### src/rtl/dtw_pkg.sv
// rtl/dtw_pkg.sv - shared types, defaults and saturation helper for the dtw front end
//
// Contents:
//   DEF_DATA_WIDTH / DEF_WORD_LEN / DEF_SQG_LEN : default stream and query geometry
//   framer_state_t                             : framer FSM states
//   sat_word(v, w)                             : clamp a signed 33-bit value to signed w-bit range
package dtw_pkg;

    localparam int DEF_DATA_WIDTH = 32;
    localparam int DEF_WORD_LEN   = 16;
    localparam int DEF_SQG_LEN    = 5;

    typedef enum logic [1:0] {
        IDLE   = 2'd0,
        STREAM = 2'd1,
        DRAIN  = 2'd2
    } framer_state_t;

    // Result is still 33 bits wide; callers keep the low w bits, which hold
    // the clamped value in two's complement.
    function automatic logic signed [32:0] sat_word(input logic signed [32:0] v, input int w);
        logic signed [32:0] hi;
        logic signed [32:0] lo;
        hi = (33'sd1 <<< (w - 1)) - 33'sd1;
        lo = -(33'sd1 <<< (w - 1));
        if (v > hi) begin
            return hi;
        end else if (v < lo) begin
            return lo;
        end else begin
            return v;
        end
    endfunction

endpackage

### src/rtl/sqg_stream_framer_if.sv
// rtl/sqg_stream_framer_if.sv - input/output stream bundle of the query framer
//
// Signals:
//   s_tvalid/s_tready/s_tdata/s_tlast : raw sample stream into the framer
//   m_tvalid/m_tready/m_tdata/m_tuser/m_tlast : framed word stream out of the framer
// Modports:
//   slave  : framer side (consumes s_*, produces m_*)
//   master : environment side (produces s_*, consumes m_*)
interface sqg_stream_framer_if
    import dtw_pkg::*;
#(
    parameter int DATA_W = DEF_DATA_WIDTH,
    parameter int WORD_W = DEF_WORD_LEN
);
    logic              s_tvalid;
    logic              s_tready;
    logic [DATA_W-1:0] s_tdata;
    logic              s_tlast;
    logic              m_tvalid;
    logic              m_tready;
    logic [WORD_W-1:0] m_tdata;
    logic              m_tuser;
    logic              m_tlast;

    modport slave (
        input  s_tvalid, s_tdata, s_tlast, m_tready,
        output s_tready, m_tvalid, m_tdata, m_tuser, m_tlast
    );

    modport master (
        output s_tvalid, s_tdata, s_tlast, m_tready,
        input  s_tready, m_tvalid, m_tdata, m_tuser, m_tlast
    );
endinterface

### src/rtl/sqg_scale_sat.sv
// rtl/sqg_scale_sat.sv - combinational offset subtract, arithmetic shift and saturation
//
// Ports:
//   data   in  32        raw signed sample
//   offset in  32        signed offset subtracted from the sample
//   shift  in  5         arithmetic right-shift amount
//   word   out WORD_LEN  scaled sample clamped to the signed WORD_LEN range
module sqg_scale_sat
    import dtw_pkg::*;
#(
    parameter int WORD_LEN = DEF_WORD_LEN
) (
    input  logic [31:0]         data,
    input  logic [31:0]         offset,
    input  logic [4:0]          shift,
    output logic [WORD_LEN-1:0] word
);

    // One guard bit so the subtraction can never wrap.
    logic signed [32:0] diff;
    logic signed [32:0] shifted;

    assign diff    = $signed({data[31], data}) - $signed({offset[31], offset});
    assign shifted = diff >>> shift;
    assign word    = WORD_LEN'(sat_word(shifted, WORD_LEN));

endmodule

### src/rtl/sqg_stream_framer.sv
// rtl/sqg_stream_framer.sv - scales raw samples and frames them into fixed-length queries
//
// Ports:
//   S_AXIS_clk    in   1      clock
//   S_AXIS_rst    in   1      asynchronous active-high reset
//   cfg_en        in   1      permits the start of a new query
//   cfg_offset    in   32     signed offset, latched on the first beat of a query
//   cfg_shift     in   5      arithmetic right shift, latched on the first beat
//   cfg_clr_err   in   1      pulse clearing the sticky error bits
//   bus           slave      raw sample stream in, framed word stream out
//   sample_count  out  CNT_W  samples accepted in the current query
//   busy          out  1      framer is inside a query
//   short_err     out  1      sticky: input tlast before SQG_LEN samples
//   trunc_err     out  1      sticky: input ran past SQG_LEN samples
module sqg_stream_framer
    import dtw_pkg::*;
#(
    parameter  int S_AXIS_DATA_WIDTH = DEF_DATA_WIDTH,
    parameter  int WORD_LEN          = DEF_WORD_LEN,
    parameter  int SQG_LEN           = DEF_SQG_LEN,
    localparam int CNT_W             = $clog2(SQG_LEN + 1)
) (
    input  logic                 S_AXIS_clk,
    input  logic                 S_AXIS_rst,
    input  logic                 cfg_en,
    input  logic [31:0]          cfg_offset,
    input  logic [4:0]           cfg_shift,
    input  logic                 cfg_clr_err,
    sqg_stream_framer_if.slave   bus,
    output logic [CNT_W-1:0]     sample_count,
    output logic                 busy,
    output logic                 short_err,
    output logic                 trunc_err
);

    framer_state_t        state;
    logic [31:0]          off_q;
    logic [4:0]           shift_q;
    logic [31:0]          off_use;
    logic [4:0]           shift_use;
    logic [WORD_LEN-1:0]  word;
    logic                 out_free;
    logic                 accept;
    logic [CNT_W-1:0]     cnt_inc;
    logic                 at_len;

    // The output register may take a new word when empty or being drained
    // this cycle. DRAIN never loads it, so it may always accept.
    assign out_free     = !bus.m_tvalid || bus.m_tready;
    assign bus.s_tready = (state == DRAIN)  ? 1'b1 :
                          (state == STREAM) ? out_free :
                                              (cfg_en && out_free);
    assign accept       = bus.s_tvalid && bus.s_tready;

    // The first beat of a query uses the live config; the rest use the copy
    // captured alongside that beat.
    assign off_use   = (state == IDLE) ? cfg_offset : off_q;
    assign shift_use = (state == IDLE) ? cfg_shift  : shift_q;

    assign cnt_inc = sample_count + CNT_W'(1);
    assign at_len  = (cnt_inc == CNT_W'(SQG_LEN));

    sqg_scale_sat #(
        .WORD_LEN (WORD_LEN)
    ) u_scale (
        .data   (bus.s_tdata),
        .offset (off_use),
        .shift  (shift_use),
        .word   (word)
    );

    always_ff @(posedge S_AXIS_clk or posedge S_AXIS_rst) begin
        if (S_AXIS_rst) begin
            state        <= IDLE;
            off_q        <= '0;
            shift_q      <= '0;
            bus.m_tvalid <= 1'b0;
            bus.m_tdata  <= '0;
            bus.m_tuser  <= 1'b0;
            bus.m_tlast  <= 1'b0;
            sample_count <= '0;
            busy         <= 1'b0;
            short_err    <= 1'b0;
            trunc_err    <= 1'b0;
        end else begin
            if (bus.m_tready) begin
                bus.m_tvalid <= 1'b0;
            end

            // Clears come first so that a set later in this block overrides.
            if (cfg_clr_err) begin
                short_err <= 1'b0;
                trunc_err <= 1'b0;
            end

            if (accept) begin
                case (state)
                    IDLE: begin
                        off_q        <= cfg_offset;
                        shift_q      <= cfg_shift;
                        bus.m_tvalid <= 1'b1;
                        bus.m_tdata  <= word;
                        bus.m_tuser  <= 1'b1;
                        bus.m_tlast  <= bus.s_tlast;
                        if (bus.s_tlast) begin
                            // Single-beat read: a complete, but short, query.
                            short_err <= 1'b1;
                        end else begin
                            state        <= STREAM;
                            busy         <= 1'b1;
                            sample_count <= CNT_W'(1);
                        end
                    end
                    STREAM: begin
                        bus.m_tvalid <= 1'b1;
                        bus.m_tdata  <= word;
                        bus.m_tuser  <= 1'b0;
                        bus.m_tlast  <= at_len || bus.s_tlast;
                        if (at_len) begin
                            if (bus.s_tlast) begin
                                state        <= IDLE;
                                busy         <= 1'b0;
                                sample_count <= '0;
                            end else begin
                                state        <= DRAIN;
                                trunc_err    <= 1'b1;
                                sample_count <= cnt_inc;
                            end
                        end else if (bus.s_tlast) begin
                            state        <= IDLE;
                            busy         <= 1'b0;
                            sample_count <= '0;
                            short_err    <= 1'b1;
                        end else begin
                            sample_count <= cnt_inc;
                        end
                    end
                    DRAIN: begin
                        if (bus.s_tlast) begin
                            state        <= IDLE;
                            busy         <= 1'b0;
                            sample_count <= '0;
                        end
                    end
                    default: begin
                        state        <= IDLE;
                        busy         <= 1'b0;
                        sample_count <= '0;
                    end
                endcase
            end
        end
    end

endmodule

### src/flat_wrapper.sv
// flat-port wrapper written by rule: the top's interface ports become plain ports
module sqg_stream_framer_flat import dtw_pkg::*;
#(
    parameter  int S_AXIS_DATA_WIDTH = DEF_DATA_WIDTH,
    parameter  int WORD_LEN          = DEF_WORD_LEN,
    parameter  int SQG_LEN           = DEF_SQG_LEN,
    localparam int CNT_W             = $clog2(SQG_LEN + 1)
)
  (S_AXIS_clk, S_AXIS_rst, cfg_en, cfg_offset, cfg_shift, cfg_clr_err, sample_count, busy, short_err, trunc_err, bus_s_tvalid, bus_s_tdata, bus_s_tlast, bus_m_tready, bus_s_tready, bus_m_tvalid, bus_m_tdata, bus_m_tuser, bus_m_tlast);
  sqg_stream_framer_if bus_i ();
  input  logic S_AXIS_clk;
  input  logic S_AXIS_rst;
  input  logic cfg_en;
  input  logic [31:0] cfg_offset;
  input  logic [4:0] cfg_shift;
  input  logic cfg_clr_err;
  output logic [CNT_W-1:0] sample_count;
  output logic busy;
  output logic short_err;
  output logic trunc_err;
  input wire logic [$bits(bus_i.s_tvalid)-1:0] bus_s_tvalid;
  input wire logic [$bits(bus_i.s_tdata)-1:0] bus_s_tdata;
  input wire logic [$bits(bus_i.s_tlast)-1:0] bus_s_tlast;
  input wire logic [$bits(bus_i.m_tready)-1:0] bus_m_tready;
  output wire logic [$bits(bus_i.s_tready)-1:0] bus_s_tready;
  output wire logic [$bits(bus_i.m_tvalid)-1:0] bus_m_tvalid;
  output wire logic [$bits(bus_i.m_tdata)-1:0] bus_m_tdata;
  output wire logic [$bits(bus_i.m_tuser)-1:0] bus_m_tuser;
  output wire logic [$bits(bus_i.m_tlast)-1:0] bus_m_tlast;
  assign bus_i.s_tvalid = bus_s_tvalid;
  assign bus_i.s_tdata = bus_s_tdata;
  assign bus_i.s_tlast = bus_s_tlast;
  assign bus_i.m_tready = bus_m_tready;
  assign bus_s_tready = bus_i.s_tready;
  assign bus_m_tvalid = bus_i.m_tvalid;
  assign bus_m_tdata = bus_i.m_tdata;
  assign bus_m_tuser = bus_i.m_tuser;
  assign bus_m_tlast = bus_i.m_tlast;
  sqg_stream_framer #(.S_AXIS_DATA_WIDTH(S_AXIS_DATA_WIDTH), .WORD_LEN(WORD_LEN), .SQG_LEN(SQG_LEN)) u_core (.S_AXIS_clk(S_AXIS_clk), .S_AXIS_rst(S_AXIS_rst), .cfg_en(cfg_en), .cfg_offset(cfg_offset), .cfg_shift(cfg_shift), .cfg_clr_err(cfg_clr_err), .bus(bus_i), .sample_count(sample_count), .busy(busy), .short_err(short_err), .trunc_err(trunc_err));
endmodule
### config.mk
export PLATFORM = sky130hd
export DESIGN_NAME = sqg_stream_framer_flat
export DESIGN_NICKNAME = d
export VERILOG_FILES = /design/src/rtl/dtw_pkg.sv /design/src/rtl/sqg_stream_framer_if.sv /design/src/rtl/sqg_scale_sat.sv /design/src/rtl/sqg_stream_framer.sv /design/src/flat_wrapper.sv
export SDC_FILE = /design/constraint.sdc
export NUM_CORES = 1
export LEC_CHECK = 0
export BUFFER_PORTS_ARGS = -buffer_cell sky130_fd_sc_hd__buf_2
export CAP_MARGIN = 20
export CORE_MARGIN = 2
export CORE_UTILIZATION = 37
export DETAILED_ROUTE_END_ITERATION = 7
export SYNTH_ARGS = -nofsm -noshare
export SYNTH_HDL_FRONTEND = slang
export SYNTH_SLANG_ARGS = --single-unit
### constraint.sdc
create_clock -name S_AXIS_clk -period 9.9 [get_ports S_AXIS_clk]
set_input_delay 0.495 -clock S_AXIS_clk [delete_from_list [all_inputs] [get_ports S_AXIS_clk]]
set_output_delay 0.495 -clock S_AXIS_clk [all_outputs]
set_load 0.03 [all_outputs]
==> summary.txt <==
Floorplan
  • Die Wd: 157 µm
  • Initial Util: 0.380
  • Die Y-Extent: 157 µm
  • Ports: 102
  • Floorplan core area: 22800 µm²
  • Die area: 24600 µm²
  • Num rows: 55

Timing
  • F_max: 142 MHz
  • # setup viols final: 0
  • Least-Margin Pin Slew: 1.06 ns
  • Setup TNS Final: 0 ns
  • Crit share post-route: 0.713
  • RSZ-0062 raised after global routing: false
  • Rel. slew slack: 0.293
  • Number of hold violations in the final report: 0
  • Min Tclk post-route: 7.06 ns
  • Fin. max-slew vios: 0
  • Clock skew: 0.0144 ns

Worst setup path
  • CP arrival: 7.21 ns
  • Crit-path max FO: 33
  • CP Class: reg2reg
  • Nature of the critical path endpoint: register
  • Req. time, crit path: 10.05 ns
  • R2R Setup Slk: 2.84 ns
  • CP Launch Type: register

Global routing
  • Met1 Use GR: 0.359
  • Total track usage: 0.255
  • Total grt overflow: 0
  • Met3 usage: 0.0379
  • Antenna violations before repair: 0
  • GR peak layer: met2
  • Number of global-route vias before repair: 8616
  • First-pass GRT wire length: 49.1 mm
  • Met2 global-route usage: 0.400
  • Pin count of the biggest net entering global routing: 78

Detailed routing
  • Vias per inst: 6.18
  • Wire per inst: 20.8 µm
  • ANT nets after route: 0
  • Routed via count: 9395
  • DRC violations left: 0
  • Drt total wl: 31.5 mm
  • First-pass detailed-route iteration total: 6
  • Drt initial violations: 1159

Clock tree
  • Post_cts resized: 0
  • CTS root buf: clkbuf_16
  • Worst-skew pair later-pin latency: 0.35 ns
  • Clk buf depth: 2
  • Cts hold-fix bufs: 0
  • Cts bufs inserted: 9
  • H-tree depth: 3
  • Sink Count: 64
  • Setup repair bufs after CTS: 0
  • CTS tree: done
  • Worst-path clk slew: 0.06 ns

Synth
  • Top FF cell, synth: dfrtp_1
  • EDFF count, synth: 0
  • Asr flop ratio synth: 1.00
  • Post-synthesis cell count: 1154
  • Syn Area/Cell: 7.49 µm²
  • Post-synth cell types: 100
  • Synthesis warning total: 0
  • Post-Syn Area: 8650 µm²
  • Sequential area share after synthesis: 0.185
  • Mapped Nets: 1261
  • Yosys reg bits: 64

Layout
  • Area grow syn2layout: 12.3%
  • Diodes inserted: 0
  • Nets: 1308
  • Layout cells sized above 1: 0.180

Place
  • Gpl congestion: 0.980
  • Port bufs: 101
  • Detailed placer's ending HPWL: 24.3 mm

Status
  • Status: completed

Job
  • Number of max-cap violations: 0

Worst hold path
  • Hold WC Path Type: in2reg
## layout by cell type, fill, tap and decap left out, types with 23 or more instances in the layout
cell type	instances
inv_1	26
a21oi_1	81
a211oi_1	23
o21ai_0	91
nor2_1	103
nor3_1	44
buf_2	101
o211ai_1	26
dfrtp_1	64
nand2_1	158
nand3_1	28
mux2i_1	48
ha_1	30
## cell usage after synthesis (10+ instances only)
library cell / count / area share
nand2_1: 159 / 0.069
nor2_1: 103 / 0.045
o21ai_0: 91 / 0.053
a21oi_1: 81 / 0.047
dfrtp_1: 64 / 0.19
clkbuf_1: 59 / 0.026
mux2i_1: 53 / 0.061
nor3_1: 44 / 0.025
ha_1: 31 / 0.045
nand3_1: 28 / 0.016
inv_1: 27 / 0.012
o211ai_1: 26 / 0.023
a211oi_1: 23 / 0.020
xnor2_1: 19 / 0.019
mux2_2: 18 / 0.023
o21a_1: 14 / 0.012
a21o_1: 13 / 0.011
o221ai_1: 13 / 0.013
o22ai_1: 13 / 0.0094
a31oi_1: 12 / 0.0087
and2_1: 12 / 0.0087
buf_1: 12 / 0.0052
nand4_1: 12 / 0.0087
o211ai_2: 10 / 0.014
## worst max-delay path: stages (launching register included)
cell and delay [ns]:
dfrtp_1 0.42, inv_1 0.13, ha_4 0.51, buf_4 0.54, mux2i_2 0.47, xor2_1 0.19
ha_1 0.24, a2bb2oi_1 0.17, o221ai_1 0.19, a221oi_4 0.39, o211ai_1 0.30, a21oi_2 0.39
a31oi_2 0.20, xnor2_1 0.32, a21oi_2 0.39, a21oi_1 0.11, a21oi_1 0.44, nand4b_1 0.21
o41ai_4 0.95, o211ai_1 0.21
## cell families (layout without fill, tap and decap cells)
group / Yosys count / count (layout) / synth area share
XOR/XNOR: 29 / 29 / 0.0333
AO/OA/AOI/OAI: 423 / 423 / 0.350
buffers and inverters: 106 / 158 / 0.0514
adder cells (fa/ha/maj): 35 / 35 / 0.0495
multiplexers: 80 / 80 / 0.106
AND/OR/NAND/NOR: 417 / 417 / 0.224
flip-flops: 64 / 64 / 0.185
## cell type report
type,count,area (µm²)
Clock buffer,9,225
Clock inverter,7,128
Fill cell,2328,13100
Inverter,27,101
Multi-Input combinational cell,984,6650
Sequential cell,64,1600
Tap cell,313,392
Timing Repair Buffer,115,611
## flip-flops by register name (all words and copies together) (netlist names), 2 cells and up
name,cells
u_core.off_q,32
u_core.bus.m_tdata,16
u_core.shift_q,5
u_core.sample_count,3
u_core.state,2
## path summary, 6_finish.rpt
path / start / cells past startpoint / end
max reg2reg: u_core.state[0] / 19 / u_core.bus.m_tdata[2]
max: u_core.state[0] / 19 / u_core.bus.m_tdata[2]
min in group asynchronous: S_AXIS_rst / 3 / u_core.bus.m_tdata[12]
min reg2reg: u_core.off_q[4] / 2 / u_core.off_q[4]
min: bus_m_tready / 2 / u_core.bus.m_tvalid
max in group asynchronous: S_AXIS_rst / 3 / u_core.off_q[22]
## metrics by stage
step | cells | hold slack, ns | setup WS [ns] | util | area [µm²]
after detailed placement | 1503 | 0.469 | 2.94 | 0.411 | 9360
after floorplan | 1154 | 0.449 | 4.03 | - | 8650
after global placement | 1503 | 0.460 | 3.08 | 0.411 | 9360
final | 1519 | 0.349 | 2.84 | 0.426 | 9710
after global routing | 1519 | 0.348 | 2.40 | 0.426 | 9710
after CTS | 1519 | 0.344 | 2.90 | 0.426 | 9710
## per-layer routing
metal	vias up	wire length (µm)
met3	58	2390
met2	437	13900
met1	4431	14300
met5	-	0
li1	4469	-
met4	0	930
Power is left out: the tool's default activity adds up to more than one toggle a clock period on the data nets, which glitch-free logic cannot reach.
